## config.mk

```make
export PLATFORM = sky130hd
export DESIGN_NAME = sram_bus_arbiter_flat
export DESIGN_NICKNAME = d
export VERILOG_FILES = /design/src/rtl/sram_bus_arbiter_if.sv /design/src/rtl/sram_bus_arbiter.sv /design/src/flat_wrapper.sv
export SDC_FILE = /design/constraint.sdc
export NUM_CORES = 1
export LEC_CHECK = 0
export BUFFER_PORTS_ARGS = -buffer_cell sky130_fd_sc_hd__buf_2
export CAP_MARGIN = 40
export CORE_AREA = 2 2 54 56
export DETAILED_ROUTE_END_ITERATION = 6
export DIE_AREA = 0 0 56 58
export PLACE_DENSITY = 0.87
export SETUP_SLACK_MARGIN = 0.02
export SYNTH_ARGS = -nofsm -noshare
export SYNTH_HDL_FRONTEND = slang
export SYNTH_SLANG_ARGS = --single-unit
```

## constraint.sdc

```tcl
create_clock -name clk -period 3.5 [get_ports clk]
set_input_delay 0.175 -clock clk [delete_from_list [all_inputs] [get_ports clk]]
set_output_delay 0.175 -clock clk [all_outputs]
set_load 0.1 [all_outputs]
```

## src/rtl/sram_bus_arbiter_if.sv

```systemverilog
// Bus bundle between the SRAM arbiter, its two requesters (CPU and host) and the SRAM.
// The arbiter connects through the slave modport; the requester/SRAM side uses master.
interface sram_bus_arbiter_if #(
    parameter int ADDR_W = 15,
    parameter int DATA_W = 8
);
    logic [ADDR_W-1:0] cpu_addr;
    logic              cpu_cs;
    logic              cpu_rd;
    logic              cpu_wr;
    logic [DATA_W-1:0] cpu_wdata;
    logic [DATA_W-1:0] cpu_rdata;
    logic              cpu_wait_n;

    logic              host_req;
    logic              host_we;
    logic [ADDR_W-1:0] host_addr;
    logic [DATA_W-1:0] host_wdata;
    logic              host_ack;
    logic [DATA_W-1:0] host_rdata;

    logic [ADDR_W-1:0] sram_a;
    logic              sram_cs;
    logic              sram_oe;
    logic              sram_we;
    logic [DATA_W-1:0] sram_d_in;
    logic [DATA_W-1:0] sram_d_out;

    modport slave (
        input  cpu_addr, cpu_cs, cpu_rd, cpu_wr, cpu_wdata,
        input  host_req, host_we, host_addr, host_wdata,
        input  sram_d_out,
        output cpu_rdata, cpu_wait_n,
        output host_ack, host_rdata,
        output sram_a, sram_cs, sram_oe, sram_we, sram_d_in
    );

    modport master (
        output cpu_addr, cpu_cs, cpu_rd, cpu_wr, cpu_wdata,
        output host_req, host_we, host_addr, host_wdata,
        output sram_d_out,
        input  cpu_rdata, cpu_wait_n,
        input  host_ack, host_rdata,
        input  sram_a, sram_cs, sram_oe, sram_we, sram_d_in
    );
endinterface

```

## src/rtl/sram_bus_arbiter.sv

```systemverilog
// Shares the system SRAM between the Z80 CPU (normal priority) and a single-beat host port,
// with a starvation guard that hands the host the bus after it waited through a CPU ownership.
module sram_bus_arbiter #(
    parameter int ADDR_W = 15,
    parameter int DATA_W = 8
) (
    input  logic              clk,
    input  logic              reset,
    sram_bus_arbiter_if.slave bus
);

    typedef enum logic [1:0] {
        IDLE      = 2'd0,
        CPU       = 2'd1,
        HOST_ACC  = 2'd2,
        HOST_DONE = 2'd3
    } state_t;

    state_t            state_q, state_d;
    logic              starve_q, starve_d;
    logic [DATA_W-1:0] host_rdata_q, host_rdata_d;

    logic              cpu_req;
    logic              host_ack;
    logic [ADDR_W-1:0] sram_a;
    logic              sram_cs;
    logic              sram_oe;
    logic              sram_we;
    logic [DATA_W-1:0] sram_d_in;

    assign cpu_req = bus.cpu_cs & (bus.cpu_rd | bus.cpu_wr);

    always_comb begin
        state_d      = state_q;
        starve_d     = starve_q;
        host_rdata_d = host_rdata_q;
        sram_a       = '0;
        sram_cs      = 1'b0;
        sram_oe      = 1'b0;
        sram_we      = 1'b0;
        sram_d_in    = '0;
        host_ack     = 1'b0;

        case (state_q)
            IDLE: begin
                // A starved host beats a simultaneous CPU request; otherwise the CPU wins.
                if (bus.host_req && (!cpu_req || starve_q)) begin
                    state_d = HOST_ACC;
                end else if (cpu_req) begin
                    state_d = CPU;
                end
            end

            CPU: begin
                sram_a    = bus.cpu_addr;
                sram_cs   = 1'b1;
                sram_oe   = bus.cpu_rd;
                sram_we   = bus.cpu_wr;
                sram_d_in = bus.cpu_wdata;
                if (bus.host_req) begin
                    starve_d = 1'b1;
                end
                if (!cpu_req) begin
                    state_d = IDLE;
                end
            end

            HOST_ACC: begin
                sram_a    = bus.host_addr;
                sram_cs   = 1'b1;
                sram_oe   = !bus.host_we;
                sram_we   = bus.host_we;
                sram_d_in = bus.host_wdata;
                state_d   = HOST_DONE;
            end

            HOST_DONE: begin
                // Read data from the access cycle arrives now (1-cycle synchronous SRAM).
                host_ack = 1'b1;
                starve_d = 1'b0;
                if (!bus.host_we) begin
                    host_rdata_d = bus.sram_d_out;
                end
                state_d = IDLE;
            end

            default: state_d = IDLE;
        endcase

        // Reset takes effect on the outputs immediately so an aborted transfer never acks.
        if (reset) begin
            sram_a    = '0;
            sram_cs   = 1'b0;
            sram_oe   = 1'b0;
            sram_we   = 1'b0;
            sram_d_in = '0;
            host_ack  = 1'b0;
        end
    end

    always_ff @(posedge clk) begin
        if (reset) begin
            state_q      <= IDLE;
            starve_q     <= 1'b0;
            host_rdata_q <= '0;
        end else begin
            state_q      <= state_d;
            starve_q     <= starve_d;
            host_rdata_q <= host_rdata_d;
        end
    end

    assign bus.sram_a     = sram_a;
    assign bus.sram_cs    = sram_cs;
    assign bus.sram_oe    = sram_oe;
    assign bus.sram_we    = sram_we;
    assign bus.sram_d_in  = sram_d_in;
    assign bus.host_ack   = host_ack;
    assign bus.host_rdata = host_rdata_q;
    assign bus.cpu_rdata  = (state_q == CPU) ? bus.sram_d_out : '1;
    assign bus.cpu_wait_n = reset | !(cpu_req && (state_q != CPU));

endmodule

```

## src/flat_wrapper.sv

```systemverilog
// flat-port wrapper written by rule: the top's interface ports become plain ports
module sram_bus_arbiter_flat 
#(
    parameter int ADDR_W = 15,
    parameter int DATA_W = 8
)
  (clk, reset, bus_cpu_addr, bus_cpu_cs, bus_cpu_rd, bus_cpu_wr, bus_cpu_wdata, bus_host_req, bus_host_we, bus_host_addr, bus_host_wdata, bus_sram_d_out, bus_cpu_rdata, bus_cpu_wait_n, bus_host_ack, bus_host_rdata, bus_sram_a, bus_sram_cs, bus_sram_oe, bus_sram_we, bus_sram_d_in);
  sram_bus_arbiter_if #(.ADDR_W(ADDR_W), .DATA_W(DATA_W)) bus_i ();
  input  logic clk;
  input  logic reset;
  input wire logic [$bits(bus_i.cpu_addr)-1:0] bus_cpu_addr;
  input wire logic [$bits(bus_i.cpu_cs)-1:0] bus_cpu_cs;
  input wire logic [$bits(bus_i.cpu_rd)-1:0] bus_cpu_rd;
  input wire logic [$bits(bus_i.cpu_wr)-1:0] bus_cpu_wr;
  input wire logic [$bits(bus_i.cpu_wdata)-1:0] bus_cpu_wdata;
  input wire logic [$bits(bus_i.host_req)-1:0] bus_host_req;
  input wire logic [$bits(bus_i.host_we)-1:0] bus_host_we;
  input wire logic [$bits(bus_i.host_addr)-1:0] bus_host_addr;
  input wire logic [$bits(bus_i.host_wdata)-1:0] bus_host_wdata;
  input wire logic [$bits(bus_i.sram_d_out)-1:0] bus_sram_d_out;
  output wire logic [$bits(bus_i.cpu_rdata)-1:0] bus_cpu_rdata;
  output wire logic [$bits(bus_i.cpu_wait_n)-1:0] bus_cpu_wait_n;
  output wire logic [$bits(bus_i.host_ack)-1:0] bus_host_ack;
  output wire logic [$bits(bus_i.host_rdata)-1:0] bus_host_rdata;
  output wire logic [$bits(bus_i.sram_a)-1:0] bus_sram_a;
  output wire logic [$bits(bus_i.sram_cs)-1:0] bus_sram_cs;
  output wire logic [$bits(bus_i.sram_oe)-1:0] bus_sram_oe;
  output wire logic [$bits(bus_i.sram_we)-1:0] bus_sram_we;
  output wire logic [$bits(bus_i.sram_d_in)-1:0] bus_sram_d_in;
  assign bus_i.cpu_addr = bus_cpu_addr;
  assign bus_i.cpu_cs = bus_cpu_cs;
  assign bus_i.cpu_rd = bus_cpu_rd;
  assign bus_i.cpu_wr = bus_cpu_wr;
  assign bus_i.cpu_wdata = bus_cpu_wdata;
  assign bus_i.host_req = bus_host_req;
  assign bus_i.host_we = bus_host_we;
  assign bus_i.host_addr = bus_host_addr;
  assign bus_i.host_wdata = bus_host_wdata;
  assign bus_i.sram_d_out = bus_sram_d_out;
  assign bus_cpu_rdata = bus_i.cpu_rdata;
  assign bus_cpu_wait_n = bus_i.cpu_wait_n;
  assign bus_host_ack = bus_i.host_ack;
  assign bus_host_rdata = bus_i.host_rdata;
  assign bus_sram_a = bus_i.sram_a;
  assign bus_sram_cs = bus_i.sram_cs;
  assign bus_sram_oe = bus_i.sram_oe;
  assign bus_sram_we = bus_i.sram_we;
  assign bus_sram_d_in = bus_i.sram_d_in;
  sram_bus_arbiter #(.ADDR_W(ADDR_W), .DATA_W(DATA_W)) u_core (.clk(clk), .reset(reset), .bus(bus_i));
endmodule
```

-- Word-level counts from Yosys, hierarchy flattened
Index checks and enable logic that the tools add are counted.
W data, S select, Z words.
- flip-flop bits (word level): 11
- input port bits: 61
- output and inout bits: 44
- word-level logic and storage cells: 45
- equality and inequality tests: 7
- muxes and demuxes: 19
- bitwise logic cells: 4
- reductions and logical operators: 12
- operator list (cell ; count):
    $pmux W15 S2 ; 1
    $mux W8 ; 2
    $pmux W8 S2 ; 1
    $mux W15 ; 1
    $pmux W2 S4 ; 1
    $mux W1 ; 7
    $mux W2 ; 3
    $pmux W1 S2 ; 3
    $reduce_and A2 Y1 ; 3
    $eq A2 B2 Y1 const B ; 2
    $ne A2 B2 Y1 const B ; 2
    $logic_not A1 Y1 ; 3
    $ne A3 B1 Y1 const B ; 1
    $eq A2 B1 Y1 const B ; 1
    $logic_and A1 B1 Y1 ; 2
    $logic_not A2 Y1 ; 1
    $ne A2 B1 Y1 const B ; 1
    $or A1 B1 Y1 ; 2
    $reduce_bool A2 Y1 ; 1
    $reduce_or A2 Y1 ; 1
    $and A1 B1 Y1 ; 1
    $logic_or A1 B1 Y1 ; 1
    $not A1 Y1 ; 1

-- Logic depth before layout (Yosys ltp)
- word-level depth: 7
- gate-level depth with buffers: 7
- depth with buffers taken out: 6

-- Least setup slack after synthesis
Ideal clock, no wire load.
- path type: flip-flop to output port
- from: reg u_core.state_q[1]
- to: out bus_sram_oe
- arrival: 2419 ps
- setup slack: 906 ps
- cell stages (with the launch flop): 7
- path buffers: 2
- cell sequence: dfxtp_1 > inv_1 > ha_1 > buf_2 > buf_2 > nand2_1 > a21oi_1
- word-level cells in the longest chain between the ends: 3
- elaborated cells on any way between the ends: 4
- RTL lines (what ; RTL line ; text):
    from (decl) ; sram_bus_arbiter.sv:19 ; state_t state_q, state_d;
    from (signal assigned) ; sram_bus_arbiter.sv:107 ; state_q <= state_d;
    $eq A2 B2 Y1 or $eq A2 B1 Y1 (tied branches) ; sram_bus_arbiter.sv:44 ; case (state_q)
    $pmux W1 S2 * ; sram_bus_arbiter.sv:44 ;
    $mux W1 * ; sram_bus_arbiter.sv:91 ; if (reset) begin
    to (decl) ; flat_wrapper.sv:27 ; output wire logic [$bits(bus_i.sram_oe)-1:0] bus_sram_oe;
Mark *: on every way between the ends. The rest lies on a longest branch, timed or not.

-- Worst setup path after layout
- from: reg u_core.state_q[1]
- to: out bus_sram_a[8]
- word-level cells in the longest chain between the ends: 3
- elaborated cells on any way between the ends: 4
- RTL lines (what ; RTL line ; text):
    $eq A2 B2 Y1 or $eq A2 B1 Y1 (tied branches) ; sram_bus_arbiter.sv:44 ;
    $pmux W15 S2 * ; sram_bus_arbiter.sv:44 ;
    $mux W15 * ; sram_bus_arbiter.sv:91 ;
    to (decl) ; flat_wrapper.sv:25 ; output wire logic [$bits(bus_i.sram_a)-1:0] bus_sram_a;
Marked as above.

==> metrics.log <==
INFO  metric unrepaired_setup_endpoints_after_global_routing = no
INFO  metric finish.cell_count_without_fillers = roughly 260
INFO  metric first_global_vias = 1216
INFO  metric synthesis.area = 931 sq um
INFO  metric post_syn_instances = 128
INFO  metric post_synthesis_sequential_area_ratio = between 20% and 30%
INFO  metric fmax = 404 MHz
INFO  metric critical_path_arrival = roughly 2300 ps
INFO  metric finalMaxSlewViolations = 0
INFO  metric drc = 0
INFO  metric final_design_area_excluding_fillers = around 1500 sq um
INFO  metric crit_path_max_fanout = 23
INFO  metric fin_worst_skew = 0.753 ps
INFO  metric num_antenna_cells = 0
INFO  metric hpwlAfterDp = around 2.4 mm
INFO  metric numPlacedInstances = 253
INFO  metric run_status = complete, no violations
INFO  metric layout-drive-gt1-share = 49.1%
INFO  metric ys_top_cells_by_area = dfxtp_1, a22oi_1, nor2_1
INFO  metric layout_worst_path_cycle_share = between 70% and 80%
INFO  metric route.final.wire_length = 3.01 mm
INFO  metric synth_nets = between 150 and 200
INFO  metric crit_path_cell_trace = inv_1 > ha_1 > buf_6 > a22oi_1 > nor2_1 > buf_2
INFO  metric final.setup.tns = 0 ps
INFO  metric setup_violations = 0
INFO  metric timing.critical_path.from_type = register
INFO  metric grt.total_usage = between 15 and 20%
INFO  metric postCtsHoldBufs = 0
INFO  metric cts_buffer_depth = 2
INFO  metric ys_seq_elements = 11
INFO  metric slew_headroom = between 30% and 40%
INFO  metric cts_inserted_buffers = 3
INFO  metric grt_pass1_wl = between 4 and 5 mm
INFO  metric die_y_extent = slightly below 60 um
INFO  metric place_area = 1450 sq um
INFO  metric drt-wirelength-per-cell = approximately 12 um
INFO  metric postSynthAreaPerCell = 7.27 sq um
INFO  metric number_of_distinct_standard_cells_referenced_by_the_synthesized_netlist = 18
INFO  metric initial_core_util = 35.0%
INFO  metric routed_via_density = around 5.0
INFO  metric critical_path_required = between 3000 and 4000 ps
INFO  metric core.rowCount = 19
INFO  metric width_of_the_chip = roughly 56 um
INFO  metric multiInputGateArea = 629 sq um
INFO  metric worst_pin_slew = 909 ps
INFO  metric grt_start_max_net_pins = 27
INFO  metric power.ir.vdd_worst = about 0.57 mV
INFO  metric mostFrequentLayoutCell = buf_2
INFO  metric antenna_found_initial = 0
INFO  metric port_buffers = about 100
INFO  metric hold_path.class = primary input to register
INFO  metric totalPowerFinal = around 1.3 mW
INFO  metric ys.warnings.count = 0
INFO  metric num-fill-cells = about 290
INFO  metric flow.area_growth_from_synthesis = 58.6%
INFO  metric drt-initial-drc-count = 55
INFO  metric crit_path_start = u_core.state_q[1]
INFO  metric clock_sink_count = 11
INFO  metric cts_setup_buffers = 0
INFO  metric most-common-layout-cells = buf_2, nor2_1, a22oi_1, nand2b_1, dfxtp_1
INFO  metric synth_top_area_share = about a quarter
INFO  metric layout.nets = a little under 300
INFO  metric layout_min_cycle_time = between 2000 and 2500 ps
INFO  metric cts_max_level = 1
INFO  metric ff2ff_setup_slack = 1610 ps
INFO  metric vias = between 1000 and 1500
INFO  metric power_density = 886 nW/um^2
INFO  metric hold_viol = 0
INFO  metric cts_tree = built
INFO  metric dieArea = ~3200 sq um
INFO  metric critPathCaptureType = primary output
INFO  metric first_pass_iters = 5
INFO  metric drtAntennaViolNets = 0
INFO  metric critical_path.reg2reg.startpoint = u_core.state_q[1]
INFO  metric clk_root_buffer_cell = clkbuf_4
INFO  metric gp_congestion = between 0.7 and 0.8
INFO  metric critical_path_class = register to primary output
INFO  metric grt_remaining_overflow = 0
INFO  metric crit_slowest_cell = ha_1
INFO  metric cts_repair_resize_count = 0
INFO  metric final-seq-area = 220 sq um
INFO  metric total_leakage_power = ~0.76 nW
INFO  metric core_area = 2660 sq um
INFO  metric max_stage_delay = just under 700 ps
INFO  metric worst_hold_slack = about 170 ps
INFO  metric hp-start = bus_sram_d_out[7]
INFO  metric worstSkewPairLatency = between 200 and 300 ps
INFO  metric synth.largest_area_cell = dfxtp_1
INFO  metric drv_cap = 0
INFO  metric cts_clock_pin_slew_for_the_worst_setup_and_hold_paths = ~60 ps
INFO  metric io-pin-count = around 110
path summary, 6_finish.rpt:
check                             endpoint  cells past startpoint
setup reg to reg         u_core.state_q[1]                      6
setup / recovery             bus_sram_a[8]                      6
hold / removal    u_core.bus.host_rdata[7]                      3
hold reg to reg            u_core.starve_q                      2
per-layer routing:
layer | vias up | routed length (um) | global-route usage [%]
met1 | 565 | 1150 | 18.9
li1 | 636 | - | -
met2 | 75 | 1440 | 35.0
met3 | 2 | 409 | 5.58
met4 | 0 | 16 | 6.12
met5 | - | 0 | 0
through the flow:
step           setup WS, ps  utilization (%)
3_3_place_gp           1120             53.6
2_1_floorplan           906                -
5_1_grt                 813             55.5
4_1_cts                1030             55.5
3_5_place_dp           1320             54.5
6_report               1030             55.5
area by class of cell:
type / count / area share [%]
sequential: 11 / 14.9
clock buffer: 4 / 1.78
tap: 31 / 2.63
timing repair buffer: 106 / 36.8
multi-input combinational: 100 / 42.6
inverter: 5 / 1.27
flip-flops by register name, indices dropped and copies added (netlist names):
signal                 flops
u_core.state_q             2
u_core.bus.host_rdata      8
u_core.starve_q            1
power by group:
part           total (mW)  switching, mW  internal (mW)
clock              0.0816         0.0376         0.0440
sequential          0.159         0.0156          0.143
combinational        1.07          0.848          0.219
synth_stat cells (all sizes together):
| cell type | count |
|---|---|
| buf | 12 |
| or3 | 1 |
| nor2 | 34 |
| nand3b | 2 |
| o21a | 1 |
| o211ai | 1 |
| a21oi | 3 |
| inv | 5 |
| a22oi | 24 |
| nand2b | 11 |
| ha | 5 |
| nor2b | 2 |
| mux2i | 9 |
| nand2 | 3 |
| o21ai | 4 |
| dfxtp | 11 |
worst max-delay path, delay by kind of cell (launching register included):
family / cells / cell delay, ps
adders and majority gates: 1 / 690
buffers and inverters: 3 / 790
DFF: 1 / 340
AOI/OAI and AO/OA: 1 / 80
and+or+nand+nor: 1 / 130
cells by family after synthesis:
group,synth area share (%)
DFF,23.7
muxes,9.68
buffers and inverters,8.74
AOI/OAI and AO/OA,25.1
adders and majority gates,6.72
and+or+nand+nor,26.1
(Power assumes the default switching activity.)
